===== config.mk =====
export PLATFORM = sky130hd
export DESIGN_NAME = cpu7_csr_wpipe
export DESIGN_NICKNAME = d
export VERILOG_FILES = /design/src/rtl/cpu7_csr_wpipe_pkg.sv /design/src/rtl/cpu7_csr_wstage.sv /design/src/rtl/cpu7_csr_wpipe.sv
export SDC_FILE = /design/constraint.sdc
export NUM_CORES = 1
export LEC_CHECK = 0
export CAP_MARGIN = 20
export CORE_MARGIN = 10
export CORE_UTILIZATION = 38
export CTS_CLUSTER_SIZE = 16
export DETAILED_ROUTE_END_ITERATION = 12
export PLACE_DENSITY = 0.73
export SETUP_SLACK_MARGIN = 0.3
export SKIP_LAST_GASP = 1
export SYNTH_ARGS = -nofsm -noshare
export SYNTH_HDL_FRONTEND = slang
export SYNTH_SLANG_ARGS = --single-unit

===== constraint.sdc =====
create_clock -name clk -period 4.3 [get_ports clk]
set_input_delay 0.645 -clock clk [delete_from_list [all_inputs] [get_ports clk]]
set_output_delay 0.645 -clock clk [all_outputs]
set_load 0.05 [all_outputs]

===== src/rtl/cpu7_csr_wpipe_pkg.sv =====
// Shared types and defaults for the cpu7 CSR write pipeline.
// Latency: none (types, defaults and a combinational stage-op helper only).
// Backpressure: stage op gives kill priority over hold.
package cpu7_csr_wpipe_pkg;

  localparam int unsigned CSR_ADDR_W_DEF = 14;
  localparam int unsigned CSR_DATA_W_DEF = 32;
  localparam int unsigned CSR_CNT_W_DEF  = 32;

  typedef enum logic [1:0] {
    STG_LOAD = 2'd0,
    STG_HOLD = 2'd1,
    STG_KILL = 2'd2
  } stg_op_e;

  function automatic stg_op_e stg_op(input logic hold, input logic kill);
    if (kill)      return STG_KILL;
    else if (hold) return STG_HOLD;
    else           return STG_LOAD;
  endfunction

endpackage


===== src/rtl/cpu7_csr_wstage.sv =====
// One CSR write pipeline stage: valid bit plus address/data, with hold and kill.
// Kill clears only the valid bit; address/data keep whatever they held.
module cpu7_csr_wstage
  import cpu7_csr_wpipe_pkg::*;
#(
  parameter int unsigned ADDR_W = CSR_ADDR_W_DEF,
  parameter int unsigned DATA_W = CSR_DATA_W_DEF
) (
  input  logic              clk,
  input  logic              reset,
  input  logic              hold_i,
  input  logic              kill_i,
  input  logic              vld_i,
  input  logic [ADDR_W-1:0] addr_i,
  input  logic [DATA_W-1:0] data_i,
  output logic              vld_o,
  output logic [ADDR_W-1:0] addr_o,
  output logic [DATA_W-1:0] data_o
);

  logic              vld_q,  vld_d;
  logic [ADDR_W-1:0] addr_q, addr_d;
  logic [DATA_W-1:0] data_q, data_d;

  always_comb begin
    vld_d  = vld_q;
    addr_d = addr_q;
    data_d = data_q;
    case (stg_op(hold_i, kill_i))
      STG_LOAD: begin
        vld_d  = vld_i;
        addr_d = addr_i;
        data_d = data_i;
      end
      STG_KILL: vld_d = 1'b0;
      default:  ;
    endcase
  end

  always_ff @(posedge clk or posedge reset) begin
    if (reset) begin
      vld_q  <= 1'b0;
      addr_q <= '0;
      data_q <= '0;
    end else begin
      vld_q  <= vld_d;
      addr_q <= addr_d;
      data_q <= data_d;
    end
  end

  assign vld_o  = vld_q;
  assign addr_o = addr_q;
  assign data_o = data_q;

endmodule


===== src/rtl/cpu7_csr_wpipe.sv =====
// CSR write pipeline D->E->M with a valid/ready commit port out of M.
// E/M feed the D-stage CSR bypass; commit back-pressure freezes both stages.
module cpu7_csr_wpipe
  import cpu7_csr_wpipe_pkg::*;
#(
  parameter int unsigned ADDR_W = CSR_ADDR_W_DEF,
  parameter int unsigned DATA_W = CSR_DATA_W_DEF,
  parameter int unsigned CNT_W  = CSR_CNT_W_DEF
) (
  input  logic              clk,
  input  logic              reset,
  input  logic              csr_wen_d,
  input  logic [ADDR_W-1:0] csr_waddr_d,
  input  logic [DATA_W-1:0] csr_wdata_d,
  input  logic              stall,
  input  logic              flush,
  input  logic              csr_commit_ready,
  output logic              csr_wen_e,
  output logic [ADDR_W-1:0] csr_waddr_e,
  output logic [DATA_W-1:0] csr_wdata_e,
  output logic              csr_wen_m,
  output logic [ADDR_W-1:0] csr_waddr_m,
  output logic [DATA_W-1:0] csr_wdata_m,
  output logic              csr_commit_valid,
  output logic [ADDR_W-1:0] csr_commit_addr,
  output logic [DATA_W-1:0] csr_commit_data,
  output logic              csr_stall_req,
  output logic              csr_wr_pending,
  output logic [CNT_W-1:0]  csr_commit_cnt
);

  logic             hold;
  logic             commit_fire;
  logic [CNT_W-1:0] cnt_q, cnt_d;

  // An M write waiting on the register file freezes E too, so nothing overtakes it.
  assign hold = stall | (csr_wen_m & ~csr_commit_ready);

  cpu7_csr_wstage #(.ADDR_W(ADDR_W), .DATA_W(DATA_W)) u_stage_e (
    .clk    (clk),
    .reset  (reset),
    .hold_i (hold),
    .kill_i (flush),
    .vld_i  (csr_wen_d),
    .addr_i (csr_waddr_d),
    .data_i (csr_wdata_d),
    .vld_o  (csr_wen_e),
    .addr_o (csr_waddr_e),
    .data_o (csr_wdata_e)
  );

  cpu7_csr_wstage #(.ADDR_W(ADDR_W), .DATA_W(DATA_W)) u_stage_m (
    .clk    (clk),
    .reset  (reset),
    .hold_i (hold),
    .kill_i (flush),
    .vld_i  (csr_wen_e),
    .addr_i (csr_waddr_e),
    .data_i (csr_wdata_e),
    .vld_o  (csr_wen_m),
    .addr_o (csr_waddr_m),
    .data_o (csr_wdata_m)
  );

  assign csr_commit_valid = csr_wen_m & ~flush & ~stall;
  assign csr_commit_addr  = csr_waddr_m;
  assign csr_commit_data  = csr_wdata_m;
  assign commit_fire      = csr_commit_valid & csr_commit_ready;

  assign csr_stall_req  = csr_wen_m & ~csr_commit_ready & ~flush;
  assign csr_wr_pending = csr_wen_e | csr_wen_m;

  assign cnt_d = cnt_q + {{(CNT_W-1){1'b0}}, commit_fire};

  always_ff @(posedge clk or posedge reset) begin
    if (reset) cnt_q <= '0;
    else       cnt_q <= cnt_d;
  end

  assign csr_commit_cnt = cnt_q;

endmodule


* After elaboration in Yosys (flattened, before gate mapping)
Cells that the tools add are included.
Storage, ports and cells: register bits after elaboration 126
Operators by class: add/sub/neg operators 1, eq/ne operators 1, muxes and demuxes 4, bitwise operators 10, reductions and logical operators 2
Operators by type and width (number):
- 32-bit by 1-bit adder with 32-bit output | 1
- 1-bit bitwise AND | 5
- 1-bit one-hot mux with 2 select lines | 2
- 1-bit inverter | 3
- 2-bit equality test (second input constant) | 1
- 2-bit logical NOT | 1
- 2-bit two-way mux | 1
- 1-bit OR | 2
- 2-bit nonzero test | 1
- 1-bit two-way mux | 1

* Longest topological paths before layout
Gate-level depths: netlist (run 1).
depth in word-level cells 7, mapped depth 9, mapped depth without buffers 8

* Modules after synthesis
Synthesis (run 1) repeated with hierarchy kept, for this count alone.
Second synthesis, totals: cells, all modules 374, area, all modules 5744.3 µm²
By module, submodules not included:
- cpu7_csr_wstage | times used 2, cells each 101, area each 1961.9 µm², seq. area each 1176.1 µm²
- cpu7_csr_wpipe | times used 1, cells each 172, area each 1820.5 µm², seq. area each 800.8 µm²

* Worst setup path before layout (run 1)
Ideal clock, no wire load.
path kind flip-flop to flip-flop, start point register u_stage_m.vld_q (netlist: u_stage_m.vld_o), end point register cnt_q[26] (netlist: csr_commit_cnt[26]), arrival time 2.158 ns, required time 4.158 ns, path slack 2.000 ns, stages on the path, launching flop included 10, clock period less this slack 2.300 ns, path through dfrtp_1 -> nand2b_1 -> nor2_1 -> ha_1 -> ha_1 -> and3_1 -> and4_2 -> buf_4 -> nand4_1 -> xnor2_1
Between the ends: word-level cells in the longest chain between the ends 4
RTL lines:
- start: declaration | line cpu7_csr_wstage.sv:21 | logic vld_q, vld_d;
- start signal: assignment | line cpu7_csr_wstage.sv:46 | vld_q <= vld_d;
- 1-bit bitwise AND (2 in series) | line cpu7_csr_wpipe.sv:65 | assign csr_commit_valid = csr_wen_m & ~flush & ~stall;
- 1-bit bitwise AND | line cpu7_csr_wpipe.sv:68 | assign commit_fire = csr_commit_valid & csr_commit_ready;
- 32-bit by 1-bit adder with 32-bit output | line cpu7_csr_wpipe.sv:73 | assign cnt_d = cnt_q + {{(CNT_W-1){1'b0}}, commit_fire};
- named net cnt_d[26] | line cpu7_csr_wpipe.sv:34 | logic [CNT_W-1:0] cnt_q, cnt_d;
- end signal: assignment | line cpu7_csr_wpipe.sv:77 | else cnt_q <= cnt_d;
- end: declaration | line cpu7_csr_wpipe.sv:34
The timed path passes the listed nets, and every way through them passes these cells. A chain may end at the register's enable or synchronous reset.

* Worst setup path after layout (run 1)
start point input flush, end point output csr_commit_valid
Between the ends: word-level cells in the longest chain between the ends 3
RTL lines:
- start: declaration | line cpu7_csr_wpipe.sv:16 | input logic flush,
- 1-bit inverter | line cpu7_csr_wpipe.sv:65
- 1-bit bitwise AND (2 in series) | line cpu7_csr_wpipe.sv:65
- end: declaration | line cpu7_csr_wpipe.sv:24 | output logic csr_commit_valid,
Every way passes these cells.

==> results of run 1 <==
==> cells in the final DEF, fill, tap and decap left out, types with 2 or more instances in the layout <==
cell / instances
buf_4: 2
nand3_1: 12
ha_1: 2
and3_1: 5
nand4_1: 9
clkdlybuf4s50_1: 226
clkinv_2: 3
mux2_2: 92
dfrtp_1: 126
xnor2_1: 28
buf_12: 2
nand2_1: 11
clkinv_4: 3
nor2_1: 6
and4_4: 2
clkbuf_16: 17
xor2_1: 2
nand4b_1: 4
and3_2: 2
a21oi_1: 2
and4_1: 3
bufinv_16: 5
nand2b_1: 2
clkinvlp_4: 3
==> cell type report <==
class	instances	share of cell area, %
multi-input cells	191	21.5
repair buffers	230	28.6
clock inverters	14	2.65
inverters	2	0.139
flip-flops and latches	126	38.9
well taps	180	2.78
clock buffers	18	5.42
==> metrics by stage <==
step / std cells / util, % / hold WS (ps)
after CTS: 761 / 58.4 / 475
after floorplan: 378 / - / 711
after global placement: 729 / 53.7 / 462
after detailed placement: 729 / 53.7 / 467
after global routing: 761 / 58.4 / 483
final: 761 / 58.4 / 471
==> state kept, by name, summed over array words and instances, names as in the netlist <==
register	cells
u_stage_e.addr_o	14
u_stage_e.vld_o	1
u_stage_m.vld_o	1
u_stage_m.addr_o	14
csr_commit_cnt	32
u_stage_e.data_o	32
u_stage_m.data_o	32
==> worst register-to-register path, stage by stage, from the launching register on <==
cell      delay, ps
dfrtp_1         420
nand2b_1        120
nor2_1          130
ha_1            230
ha_1            260
and3_1          230
and4_2          370
nand4_1         150
xnor2_1         150
==> power by group through the flow <==
stage / clock network [mW] / registers, mW / logic (mW)
final: 1.56 / 1.53 / 2.01
after global routing: 1.66 / 1.56 / 2.08
after CTS: 1.60 / 1.53 / 2.04
after detailed placement: 0 / 1.55 / 2.04
after global placement: 0 / 1.53 / 2.03
after floorplan: 0 / 2.18 / 0.801
==> logic make-up (layout without fill, tap and decap cells) <==
| logic type | Yosys count | count (layout) |
|---|---|---|
| AO/OA/AOI/OAI | 2 | 2 |
| XOR/XNOR | 30 | 30 |
| adder cells (fa/ha/maj) | 2 | 2 |
| buffers and inverters | 61 | 264 |
| flip-flops | 126 | 126 |
| multiplexers | 93 | 93 |
| AND/OR/NAND/NOR | 64 | 64 |
==> synthesized netlist by cell type (2+ instances only) <==
master,count
nand2b_1,2
nand3_1,12
nor2_1,6
a21oi_1,2
xor2_1,2
nand4b_1,4
and4_4,2
dfrtp_1,126
buf_6,11
mux2_2,92
and3_2,2
inv_1,2
and3_1,5
ha_1,2
nand2_1,11
xnor2_1,28
buf_4,47
and4_1,3
nand4_1,9
==> metal layers <==
metal | wire length (um) | up-vias | global-route usage, %
met5 | 0 | - | 0
met2 | 6930 | 142 | 23.6
met1 | 5440 | 1786 | 15.3
li1 | - | 1651 | -
met3 | 1410 | 16 | 6.92
met4 | 231 | 0 | 5.60
==> worst paths after layout <==
path / from / end / slack [ps] / cells past startpoint
setup / recovery: flush / csr_commit_valid / 1420 / 4
max in group asynchronous: reset / u_stage_m.data_o[2] / 2740 / 3
min in group asynchronous: reset / u_stage_e.data_o[19] / 720 / 2
setup reg to reg: u_stage_m.vld_o / csr_commit_cnt[30] / 2120 / 8
hold / removal: csr_commit_cnt[31] / csr_commit_cnt[31] / 470 / 1
hold reg to reg: csr_commit_cnt[31] / csr_commit_cnt[31] / 470 / 1
==> run summary, run 1 <==
status: complete, no violations
mux cell area share after synthesis: 19.4%
max frequency: 0.348 GHz
sequential area share after synthesis: 58.6%
Synth async-reset ratio: 100%
initial antenna violation count: 0
Setup TNS Final: 0 ps
largest net degree at the start of global routing: 73
die width: 139 um
crit path time final: 2880 ps
Hold Vio Cnt, Final: 0
Post-Synth Adder-Cell Area: 0.465%
dpl hpwl: 10.7 mm
CP Launch Type: primary input
cells after synthesis: 378
sequential share of power: 29.9%
dominant cell type by area after synthesis: dfrtp_1
DRT iter0 DRCs: 140
top post-synthesis cells by area: dfrtp_1, mux2_2, buf_4
Synth Net Count: 432
Clock Latency Late Sink: 410 ps
Slew HR: 47.5%
sw power: 2.00 mW
CP Class: in -> out
Post-synth top flop: dfrtp_1
cts hold-fix bufs: 0
CP dominant cell by count: clkdlybuf4s50_1
crit-path max FO: 4
Worst EP required: 3650 ps
gpl congestion: 0.795
mean routed wirelength per cell: 18.4 um
Worst Tran Pin Value: 786 ps
MaxCap Viol Count: 0
Synth Area in Simple Gates: 7.41%
total CTS buffers: 17
Max clock buf depth: 2
remaining global-route overflow: 0
Yosys reg bits: 126
GR Util All Layers: 14.2%
DRT Pass-1 Iters: 4
Yosys warnings: 0
vias in the first global route: 3,945
fraction of layout cells with a size suffix above 1: 23.8%
core area: 13,900 um^2
area of the multi-input gates: 1750 um^2
Die ar.: 19,300 um^2
Critical Path Max Stage Delay: 820 ps
Inserted Diodes: 0
setup ws final: 1420 ps
post-CTS setup buffer count: 0
# rows: 43
leak pwr: 3.35 nW
Post-Synth XOR/XNOR Area: 4.88%
Vias: 3,595
CTS tree: done
Ports: 227
Int Pwr: 3.10 mW
register area: 3150 um^2
WP buf/inv: 2
Netlist cell types: 29
Syn Area/Cell: 14.2 um^2
CP cell instances: clkdlybuf4s50_1 > nand2b_1 > nor2_1 > clkdlybuf4s50_1
Worst path slowest cell: clkdlybuf4s50_1
Final Cycle Share: 66.9%
root buffer cell: clkbuf_16
Yosys top cell area share: 58.6%
clock power share: 30.6%
CP arrival: 2230 ps
worst vdd ir: 0.000272 V
skew final: 8.31 ps
count of final setup violators: 0
Slew Limit Fails: 0
clk sinks: 126
pwr dens: 629 nW/um^2
cell area after synthesis: 5390 um^2
Post-CTS Resized: 0
Top Family by Delay on Critical Path: buffers and inverters
dpl ws: 1370 ps
HP Class: reg -> reg
Overall Power: 5.10 mW
RSZ-0062 raised after global routing: false
first-pass GRT wire length: 22.4 mm
DR vias/cell: 4.72
H-tree Lvls: 4
Post-DRT Antenna Nets: 0
EDFF count, synth: 0
residual DRC count: 0
synthesis-to-layout area growth: 50.5%
Die Y: 139 um
logic gate share of total power: 39.5%
final WL: 14.0 mm
Port Buffers: 226
starting density of the core: 38.8%
CP Capture Type: output port
Switching Fraction: 39.2%
placed cell areas: 7450 um^2
fin nets: 622
Synth Area in Compound Gates: 0.186%
# fillers: 1,109
CTS clk-pin slew, worst paths: 60 ps
largest family of logic cells by synthesized area: multiplexers
cell area after layout: 8110 um^2
Note: power is estimated with default switching activity, not from simulation.
==> run 2, diff against run 1 <==
- PLACE_DENSITY: 0.73 -> 0.76
- clock period: 4.3 -> 2.4 ns (I/O delays scaled with it)
==> run summary, run 2 (synthesis gave the netlist of run 1 again) <==
die width: 139 um (unchanged)
starting density of the core: 38.8% (unchanged)
Overall Power: 8.78 mW (+72%)
CP Capture Type: output port
count of final setup violators: 0 (unchanged)
Slew HR: 63.4% (+16 points)
vias in the first global route: 4,016 (+1.8%)
residual DRC count: 0 (unchanged)
Ports: 227 (unchanged)
worst vdd ir: 0.000664 V (+140%)
root buffer cell: clkbuf_16
Worst EP required: 2040 ps (-1610 ps)
fraction of layout cells with a size suffix above 1: 25.3% (+1.6 points)
CP Class: reg -> out
core area: 13,900 um^2 (unchanged)
skew final: 6.32 ps (-1.99 ps)
DR vias/cell: 4.72 (-0.11%)
DRT Pass-1 Iters: 4 (unchanged)
most frequent cells in the layout: clkdlybuf4s50_1, dfrtp_1, mux2_2
HP Class: in -> async
commonest non-fill, non-tap cell in the layout: clkdlybuf4s50_1
first-pass GRT wire length: 22.3 mm (-0.34%)
initial antenna violation count: 0 (unchanged)
pwr dens: 1080 nW/um^2 (+71%)
gpl congestion: 0.792 (-0.35%)
placed cell count: 738 (+1.2%)
WP buf/inv: 1 (-1)
Critical Path Max Stage Delay: 850 ps (+30 ps)
MaxCap Viol Count: 0 (unchanged)
Clock Latency Late Sink: 410 ps (about the same)
Slew Limit Fails: 0 (unchanged)
dpl hpwl: 10.5 mm (-1.4%)
GR Util All Layers: 14.3% (+0.034 points)
CP arrival: 1680 ps (-550 ps)
total CTS buffers: 17 (unchanged)
Final Cycle Share: 85.2%
CP cell instances: clkdlybuf4s50_1
cts hold-fix bufs: 0 (unchanged)
Setup TNS Final: 0 ps (unchanged)
final WL: 13.9 mm (-0.98%)
H-tree Lvls: 4 (unchanged)
Post-DRT Antenna Nets: 0 (unchanged)
# rows: 43 (unchanged)
mean routed wirelength per cell: 18.1 um (-1.9%)
Die ar.: 19,300 um^2 (unchanged)
leak pwr: 3.49 nW (+4.3%)
Die Y: 139 um (unchanged)
Hold Vio Cnt, Final: 0 (unchanged)
Inserted Diodes: 0 (unchanged)
remaining global-route overflow: 0 (unchanged)
crit-path max FO: 5 (+1)
clk sinks: 126 (unchanged)
Top Family by Delay on Critical Path: buffers and inverters
synthesis-to-layout area growth: 51.4%
Worst Tran Pin Value: 547 ps (-239 ps)
CTS tree: done
Vias: 3,624 (+0.81%)
Port Buffers: 226 (unchanged)
fin nets: 631 (+1.4%)
DRT iter0 DRCs: 116 (-17%)
status: complete, no violations
CTS clk-pin slew, worst paths: 50 ps (about the same)
max frequency: 0.489 GHz
RSZ-0062 raised after global routing: false
crit path time final: 2040 ps
largest net degree at the start of global routing: 68 (-6.8%)
Worst path slowest cell: clkdlybuf4s50_1
CP Launch Type: flip-flop
non-filler cells, final: 768 (+0.92%)
worst hold slack: 433 ps (-38.6 ps)
Max clock buf depth: 2 (unchanged)
==> run 2: cell types whose count changed in the layout (fill, tap and decap cells not counted), moves of 2 or more <==
cell             delta
clkbuf_1            +2
clkinv_4            -3
clkbuf_8            +5
bufinv_16           -4
buf_4               +8
buf_12              +3
ha_1                -2
dlygate4sd2_1       +4
clkdlybuf4s50_1    -12
dlymetal6s2s_1      +6
==> run 2: final timing paths <==
path / startpoint / end / slack (ps) / depth (start not counted)
max: csr_commit_cnt[24] / csr_commit_cnt[24] / 360 / 1
min: reset / u_stage_m.data_o[31] / 430 / 3
max reg2reg: u_stage_m.vld_o / csr_commit_cnt[30] / 590 / 8
min reg2reg: csr_commit_cnt[31] / csr_commit_cnt[31] / 490 / 1
max in group asynchronous: reset / u_stage_m.data_o[1] / 1640 / 3
min in group clk: csr_commit_cnt[31] / csr_commit_cnt[31] / 490 / 1
==> run 2: what timing repair did <==
item                                    in CTS  in global routing
gates resized for setup                      4                  7
buffers inserted                             0                  0
endpoints found under the setup margin       4                  8
==> run 2: stage by stage <==
stage	worst slack [ps]	utilization [%]	instance area (um^2)
floorplan	326	-	5410
global placement	33.6	54.6	7570
detailed placement	-5.82	54.6	7570
CTS	303	58.6	8140
global route	302	58.8	8160
finish	356	58.8	8160
==> run 2: cell type report <==
cell class                 count  area (um^2)
fill                        1124         5730
sequential                   126         3150
timing repair buffer         239         2430
multi-input combinational    191         1770
clock buffer                  25          515
tap                          180          225
clock inverter                 5         55.1
inverter                       2         11.3
==> run 2: metal layers <==
layer | part of all wire, % | track usage [%] | up-vias
met5 | 0 | 0 | -
met4 | 1.4 | 4.83 | 0
met3 | 9.6 | 6.95 | 17
met2 | 51 | 24.3 | 154
met1 | 38 | 15.1 | 1797
li1 | - | - | 1656
==> run 2: power by group <==
group	internal, mW	total, mW	switching, mW	leakage [nW]
sequential	2.46	2.73	0.266	1.56
clock	1.57	2.44	0.864	0.277
combinational	1.23	3.61	2.38	1.66
